$ cat src/rtl/pipeline_hazard_ctrl.sv
// Hazard controller for a five-stage pipeline: it handles load-use stalls, taken-branch
// flushes, and memory-wait freezes, and it also selects operand forwarding and keeps stall/flush statistics.
module pipeline_hazard_ctrl (
   input  logic       clk,
   input  logic       reset,
   input  logic [3:0] id_rn,
   input  logic [3:0] id_rm,
   input  logic       id_uses_rn,
   input  logic       id_uses_rm,
   input  logic [3:0] ex_rn,
   input  logic [3:0] ex_rm,
   input  logic [3:0] ex_rd,
   input  logic       ex_regwrite,
   input  logic       ex_memread,
   input  logic [3:0] mem_rd,
   input  logic       mem_regwrite,
   input  logic [3:0] wb_rd,
   input  logic       wb_regwrite,
   input  logic       ex_branch_taken,
   input  logic       mem_req,
   input  logic       mem_ready,
   input  logic       cnt_clr,
   output logic       pc_write,
   output logic       ifid_write,
   output logic       idex_write,
   output logic       exmem_write,
   output logic       memwb_write,
   output logic       ifid_flush,
   output logic       idex_flush,
   output logic [1:0] fwd_a,
   output logic [1:0] fwd_b,
   output logic [1:0] state,
   output logic [15:0] stall_cycles,
   output logic [7:0] flush_count
);

   typedef enum logic [1:0] {
      RUN     = 2'b00,
      LDSTALL = 2'b01,
      FLUSH   = 2'b10,
      MEMWAIT = 2'b11
   } state_e;

   state_e      state_q, state_d;
   logic [15:0] stall_q, stall_d;
   logic [7:0]  flush_q, flush_d;

   logic memWait;
   logic loadUse;
   logic branchFlush;
   logic loadUseStall;

   // ex_regwrite is not needed for the hazard decision itself because a load always writes its
   // destination. R15 is the PC, and it never participates in load-use or forwarding.
   logic unusedRegwrite;
   assign unusedRegwrite = ex_regwrite;

   assign loadUse = ex_memread && (ex_rd != 4'hF) &&
                    ((id_uses_rn && (id_rn == ex_rd)) || (id_uses_rm && (id_rm == ex_rd)));

   // Once the FSM is in MEMWAIT, only the completion strobe releases it, so mem_req is ignored there.
   assign memWait      = (state_q == MEMWAIT) ? !mem_ready : (mem_req && !mem_ready);
   assign branchFlush  = ex_branch_taken && (state_q != FLUSH);
   assign loadUseStall = loadUse && ((state_q == RUN) || (state_q == MEMWAIT));

   always_comb begin
      state_d     = state_q;
      pc_write    = 1'b0;
      ifid_write  = 1'b0;
      idex_write  = 1'b0;
      exmem_write = 1'b0;
      memwb_write = 1'b0;
      ifid_flush  = 1'b0;
      idex_flush  = 1'b0;
      if (reset) begin
         state_d = RUN;
      end else if (memWait) begin
         state_d = MEMWAIT;
      end else if (branchFlush) begin
         pc_write    = 1'b1;
         ifid_write  = 1'b1;
         idex_write  = 1'b1;
         exmem_write = 1'b1;
         memwb_write = 1'b1;
         ifid_flush  = 1'b1;
         idex_flush  = 1'b1;
         state_d     = FLUSH;
      end else if (loadUseStall) begin
         idex_write  = 1'b1;
         exmem_write = 1'b1;
         memwb_write = 1'b1;
         idex_flush  = 1'b1;
         state_d     = LDSTALL;
      end else begin
         pc_write    = 1'b1;
         ifid_write  = 1'b1;
         idex_write  = 1'b1;
         exmem_write = 1'b1;
         memwb_write = 1'b1;
         state_d     = RUN;
      end
   end

   // Statistics: ifid_flush is raised only by a taken branch, so it marks a flush event.
   always_comb begin
      stall_d = stall_q;
      flush_d = flush_q;
      if (cnt_clr) begin
         stall_d = 16'h0000;
         flush_d = 8'h00;
      end else begin
         if (!pc_write && (stall_q != 16'hFFFF)) begin
            stall_d = stall_q + 16'h0001;
         end
         if (ifid_flush) begin
            flush_d = flush_q + 8'h01;
         end
      end
   end

   // EX/MEM has priority over MEM/WB because it holds the younger result.
   always_comb begin
      fwd_a = 2'b00;
      fwd_b = 2'b00;
      if (!reset) begin
         if (mem_regwrite && (mem_rd == ex_rn) && (mem_rd != 4'hF)) begin
            fwd_a = 2'b10;
         end else if (wb_regwrite && (wb_rd == ex_rn) && (wb_rd != 4'hF)) begin
            fwd_a = 2'b01;
         end
         if (mem_regwrite && (mem_rd == ex_rm) && (mem_rd != 4'hF)) begin
            fwd_b = 2'b10;
         end else if (wb_regwrite && (wb_rd == ex_rm) && (wb_rd != 4'hF)) begin
            fwd_b = 2'b01;
         end
      end
   end

   always_ff @(posedge clk) begin
      if (reset) begin
         state_q <= RUN;
         stall_q <= 16'h0000;
         flush_q <= 8'h00;
      end else begin
         state_q <= state_d;
         stall_q <= stall_d;
         flush_q <= flush_d;
      end
   end

   assign state        = state_q;
   assign stall_cycles = stall_q;
   assign flush_count  = flush_q;

endmodule

$ cat config.mk
export PLATFORM = sky130hd
export DESIGN_NAME = pipeline_hazard_ctrl
export DESIGN_NICKNAME = d
export VERILOG_FILES = /design/src/rtl/pipeline_hazard_ctrl.sv
export SDC_FILE = /design/constraint.sdc
export NUM_CORES = 1
export LEC_CHECK = 0
export ABC_AREA = 1
export CAP_MARGIN = 20
export CORE_ASPECT_RATIO = 0.7
export CORE_UTILIZATION = 44
export DETAILED_ROUTE_END_ITERATION = 8
export PLACE_DENSITY = 0.81
export SYNTH_ARGS = -nofsm -noshare
export SYNTH_HDL_FRONTEND = slang
export SYNTH_SLANG_ARGS = --single-unit
$ cat constraint.sdc
create_clock -name clk -period 2.4 [get_ports clk]
set_input_delay 0.72 -clock clk [delete_from_list [all_inputs] [get_ports clk]]
set_output_delay 0.72 -clock clk [all_outputs]
set_load 0.005 [all_outputs]
Yosys cells after proc, flatten, opt, wreduce, memory -nomap -nowiden
Cells that the tools add are included.
{"block": "word_totals", "register_bits": 26, "input_bits": 40}
{"block": "op_classes", "add_sub_neg": 2, "eq_ne": 12, "mux": 23, "reduce_logical": 22}
{"cell": "equality test 4 bit", "count": 6}
{"cell": "two-way mux 1 bit", "count": 17}
{"cell": "adder 16 x 1 -> 16 bit (second input constant)", "count": 1}
{"cell": "logical AND 1 bit", "count": 16}
{"cell": "!= test 16 bit (second input constant)", "count": 1}
{"cell": "two-way mux 2 bit", "count": 6}
{"cell": "!= test 4 bit (second input constant)", "count": 3}
{"cell": "adder 8 x 1 -> 8 bit (second input constant)", "count": 1}
{"cell": "equality test 2 bit (second input constant)", "count": 1}
{"cell": "logical NOT 1 bit", "count": 2}
{"cell": "logical NOT 2 bit", "count": 1}
{"cell": "logical OR 1 bit", "count": 2}
{"cell": "!= test 2 bit (second input constant)", "count": 1}
{"cell": "OR reduction 2 bit", "count": 1}

Longest topological paths before layout
{"block": "logic_depth", "depth_word": 11, "depth_mapped": 12}

Worst setup path before layout
OpenSTA, ideal clock, no wires.
{"block": "synth_timing", "kind": "input -> output", "startpoint": "input port mem_req", "endpoint": "output port pc_write", "t_arrival_ns": 1.616, "t_required_ns": 1.680, "path_slack_ns": 0.064, "path_stages": 7, "path_buffers": 2, "cell_sequence": "o21bai_2 nand2_1 inv_1 nand2_8 buf_12 inv_1 buf_4"}
{"block": "synth_via", "elab_chain_cells": 4}
{"element": "start: declaration", "line_no": "20", "rtl": "input logic mem_req,"}
{"element": "logical AND 1 bit", "line_no": "62", "rtl": "assign memWait = (state_q == MEMWAIT) ? !mem_ready : (mem_req && !mem_ready);"}
{"element": "two-way mux 1 bit", "line_no": "62"}
{"element": "two-way mux 1 bit (2 in series)"}
{"element": "end: declaration", "line_no": "23", "rtl": "output logic pc_write,"}
Every way passes these cells.

Worst setup path in the final report
{"block": "layout_timing", "startpoint": "input port ex_rm[0]", "endpoint": "output port fwd_b[1]"}
{"block": "layout_via", "elab_chain_cells": 5}
{"element": "start: declaration", "line_no": "11", "rtl": "input logic [3:0] ex_rm,"}
{"element": "equality test 4 bit", "line_no": "131", "rtl": "if (mem_regwrite && (mem_rd == ex_rm) && (mem_rd != 4'hF)) begin"}
{"element": "logical AND 1 bit (2 in series)", "line_no": "131"}
{"element": "two-way mux 2 bit", "line_no": "131"}
{"element": "two-way mux 2 bit", "line_no": "125", "rtl": "if (!reset) begin"}
{"element": "end: declaration", "line_no": "31", "rtl": "output logic [1:0] fwd_b,"}
Every way passes these cells.

==> run_results.csv <==
group,metric,value,unit
status,status,"finished with violations",
status,violations,"negative setup slack",
setup_path,critical-path-max-stage-delay,0.27,ns
global_route,antenna_found_initial,0,
logic_synthesis,synth_seq_cells,26,
floorplanning,start_util,0.4810,
global_route,grt_pass1_wl,8749,um
floorplanning,rows,19,
sta,fin_skew,0.004617,ns
clock_tree,cts_tree,"done",
setup_path,arrival,1.74,ns
sta,fmax,406.8,MHz
clock_tree,worstSkewPairLatency,0.28,ns
power_and_ir_drop,powerDensity,334.1,nW/um^2
route,drt_wl_total,5481,um
sta,tightest_slew,0.3833,ns
logic_synthesis,synth_top_area_share,0.2631,
clock_tree,cts_buffer_depth,2,
logic_synthesis,yosysWarnings,0,
final_layout,final_cells,419,
placed_design,dp_cells,408,
setup_path,cp_data_required_time,1.68,ns
global_route,grt_remaining_overflow,0,
global_route,grt_pass1_vias,1993,
sta,final-hold-violation-count,0,
sta,slew_headroom,0.7425,
logic_synthesis,syn_inst,276,
clock_tree,clkSlewWorstSetupHoldPaths,0.09,ns
setup_path,crit_family,"simple AND/OR/NAND/NOR gates",
logic_synthesis,synth.largest_area_cell,"dfxtp_1",
setup_path,crit_path_max_fanout,2,
route,ant_nets,0,
final_layout,diodes,0,
route,wl_per_cell,13.08,um
sta,setup_ws,-0.05842,ns
route,drc,0,
logic_synthesis,yosysUniqueCellTypes,36,
sta,setup_viol,3,
route,firstDrtPassIters,4,
clock_tree,cts_buffers,3,
placed_design,post_dp_cell_area,2808,um^2
global_route,grt_max_degree,24,
global_route,met2_usage,0.3861,
final_layout,drive_above_1_share,0.3488,
setup_path,crit_chain,"buf_6 -> xor2_1 -> nor4_1 -> nand3b_1 -> buf_4 -> nor2_2 -> buf_2",
hold_path,hold_path.class,"reg2reg",
logic_synthesis,yosysSeqAreaShare,0.2631,
floorplanning,die-area,4772,um^2
power_and_ir_drop,peakVddDrop,0.0002772,V
sta,slew_violations,0,
floorplanning,die_w,82.14,um
floorplanning,io_pins,77,
global_route,grt_usage,0.2395,
route,via_per_inst,5.079,
sta,finalCritPeriodShare,1.024,
final_layout,fin_area,2939,um^2
clock_tree,cts.sinks,26,
setup_path,path_class,"in2out",
placed_design,portBuffers,75,
floorplanning,core_area,4113,um^2
placed_design,hpwl,4219,um
final_layout,post-route-util,0.7146,
logic_synthesis,syn_nets,320,
global_route,use_met1,0.3250,
setup_path,path_buf_inv,3,
setup_path,worstSetupEndpointType,"output port",
setup_path,worst_path_max_delay_cell,"nor4_1",
route,vias,2128,
flow_run,max_cap_viol_count,0,
clock_tree,htreeDepth,1,
final_layout,nets,412,
final_layout,area.growth.synth_to_final,48.58,%
sta,rsz0062_at_grt,"yes",
logic_synthesis,syn_area_per_cell,7.167,um^2
floorplanning,die_y,58.10,um
power_and_ir_drop,p_leak,1.264,nW
logic_synthesis,synthTopCellsByArea,"dfxtp_1, nand2_1, xor2_1",
global_route,grt.busiest_layer,"met2",
logic_synthesis,synth_area,1978,um^2
placed_design,place.gp.congestion,0.8531,
setup_path,start_kind,"primary input",
global_route,met3_usage,0.05512,
route,drt_iter0_markers,82,
sta,period_needed,2.458,ns
clock_tree,root_buffer,"clkbuf_8",
clock_tree,ctsHoldBuffers,0,
per-layer routing:
layer / vias to the layer above / part of all wire / routed length, um
li1: 1075 / - / -
met1: 989 / 0.48 / 2620
met2: 52 / 0.46 / 2509
met3: 12 / 0.046 / 254
met4: 0 / 0.018 / 97
met5: - / 0 / 0
synthesized netlist by cell type:
| cell type | count |
|---|---|
| or2_4 | 1 |
| buf_2 | 2 |
| nand4_1 | 4 |
| o21ai_0 | 5 |
| buf_6 | 1 |
| nor2_4 | 1 |
| nand3b_1 | 2 |
| nand2_1 | 53 |
| nand2_8 | 1 |
| a21oi_1 | 10 |
| nand3_2 | 13 |
| nand2_2 | 4 |
| a221oi_1 | 1 |
| ha_1 | 4 |
| nor4_1 | 3 |
| inv_1 | 36 |
| a21oi_2 | 10 |
| a21o_1 | 1 |
| o21ai_1 | 1 |
| nor2_1 | 32 |
| o21bai_2 | 1 |
| buf_12 | 2 |
| nor3b_1 | 1 |
| o22ai_1 | 1 |
| nor3_1 | 7 |
| nor2_2 | 2 |
| nand3_4 | 1 |
| xnor2_1 | 7 |
| nor3_2 | 1 |
| and3_1 | 3 |
| inv_2 | 3 |
| xor2_1 | 18 |
| buf_4 | 3 |
| dfxtp_1 | 26 |
| nand3_1 | 13 |
| a41oi_1 | 2 |
final timing paths:
kind	start	endpoint	slack [ns]	depth (start not counted)
max	ex_rm[0]	fwd_b[1]	-0.06	7
min	stall_cycles[13]	stall_cycles[13]	0.52	2
max reg2reg	state[0]	stall_cycles[14]	0.41	11
min reg2reg	stall_cycles[13]	stall_cycles[13]	0.52	2
registers in the layout, indices dropped and copies added (netlist names):
name	count
flush_count	8
stall_cycles	16
state	2
power by group:
group / internal (mW) / switching (mW)
Combinational: 0.129 / 0.120
Sequential: 0.436 / 0.00625
Clock: 0.147 / 0.144
Total: 0.712 / 0.270
area by class of cell:
type                       instances  area (um^2)
clock buffer                       4        55.05
tap                               52        65.06
sequential                        26        521.8
multi-input combinational        203         1320
fill                             353         1174
timing repair buffer              95        825.8
inverter                          39        151.4
cell families (layout without fill, tap and decap cells):
| group | Yosys count | in the layout | share of synthesized area |
|---|---|---|---|
| simple gates | 142 | 142 | 0.3738 |
| buf+inv | 47 | 138 | 0.1164 |
| compound gates | 32 | 32 | 0.1107 |
| flops | 26 | 26 | 0.2631 |
| xor+xnor | 25 | 25 | 0.1107 |
| fa+ha+maj | 4 | 4 | 0.02530 |
cells in the final DEF, fill, tap and decap left out, drive strengths merged:
| cell | count |
|---|---|
| nand2 | 58 |
| buf | 47 |
| inv | 39 |
| nor2 | 35 |
| clkdlybuf4s50 | 27 |
| nand3 | 27 |
| dfxtp | 26 |
| a21oi | 20 |
| xor2 | 18 |
| clkbuf | 13 |
| nor3 | 8 |
| xnor2 | 7 |
| dlygate4sd2 | 6 |
| o21ai | 6 |
| clkdlybuf4s15 | 5 |
| nand4 | 4 |
| ha | 4 |
| nor4 | 3 |
| and3 | 3 |
| a41oi | 2 |
| nand3b | 2 |
| or2 | 1 |
| o21bai | 1 |
| a221oi | 1 |
| o22ai | 1 |
| a21o | 1 |
| nor3b | 1 |
| dlymetal6s2s | 1 |
repair_timing:
action / in CTS / in global routing
resized for setup: 157 / 56
pin swaps: 33 / 33
cloned: 0 / 0
endpoints found under the setup margin: 11 / 10
buffers inserted: 7 / 1
worst register-to-register path, delay by kind of cell, from the launching register on:
| kind | cells | cell delay [ns] |
|---|---|---|
| adders and majority gates | 1 | 0.26 |
| AOI/OAI and AO/OA | 2 | 0.20 |
| and+or+nand+nor | 5 | 0.57 |
| buffers and inverters | 3 | 0.48 |
| DFF | 1 | 0.36 |
metrics by stage:
step	setup TNS [ns]	power, mW	worst slack, ns	hold WS, ns
floorplan	0	0.5584	0.06399	0.4837
global placement	-9.827	0.6783	-0.6892	0.4895
detailed placement	-10.22	0.6823	-0.7223	0.4982
CTS	-0.04607	0.9614	-0.04239	0.5191
global route	-0.2486	1.020	-0.1218	0.5388
finish	-0.09277	0.9818	-0.05842	0.5185
No activity file was read; power rests on OpenSTA's default activity.
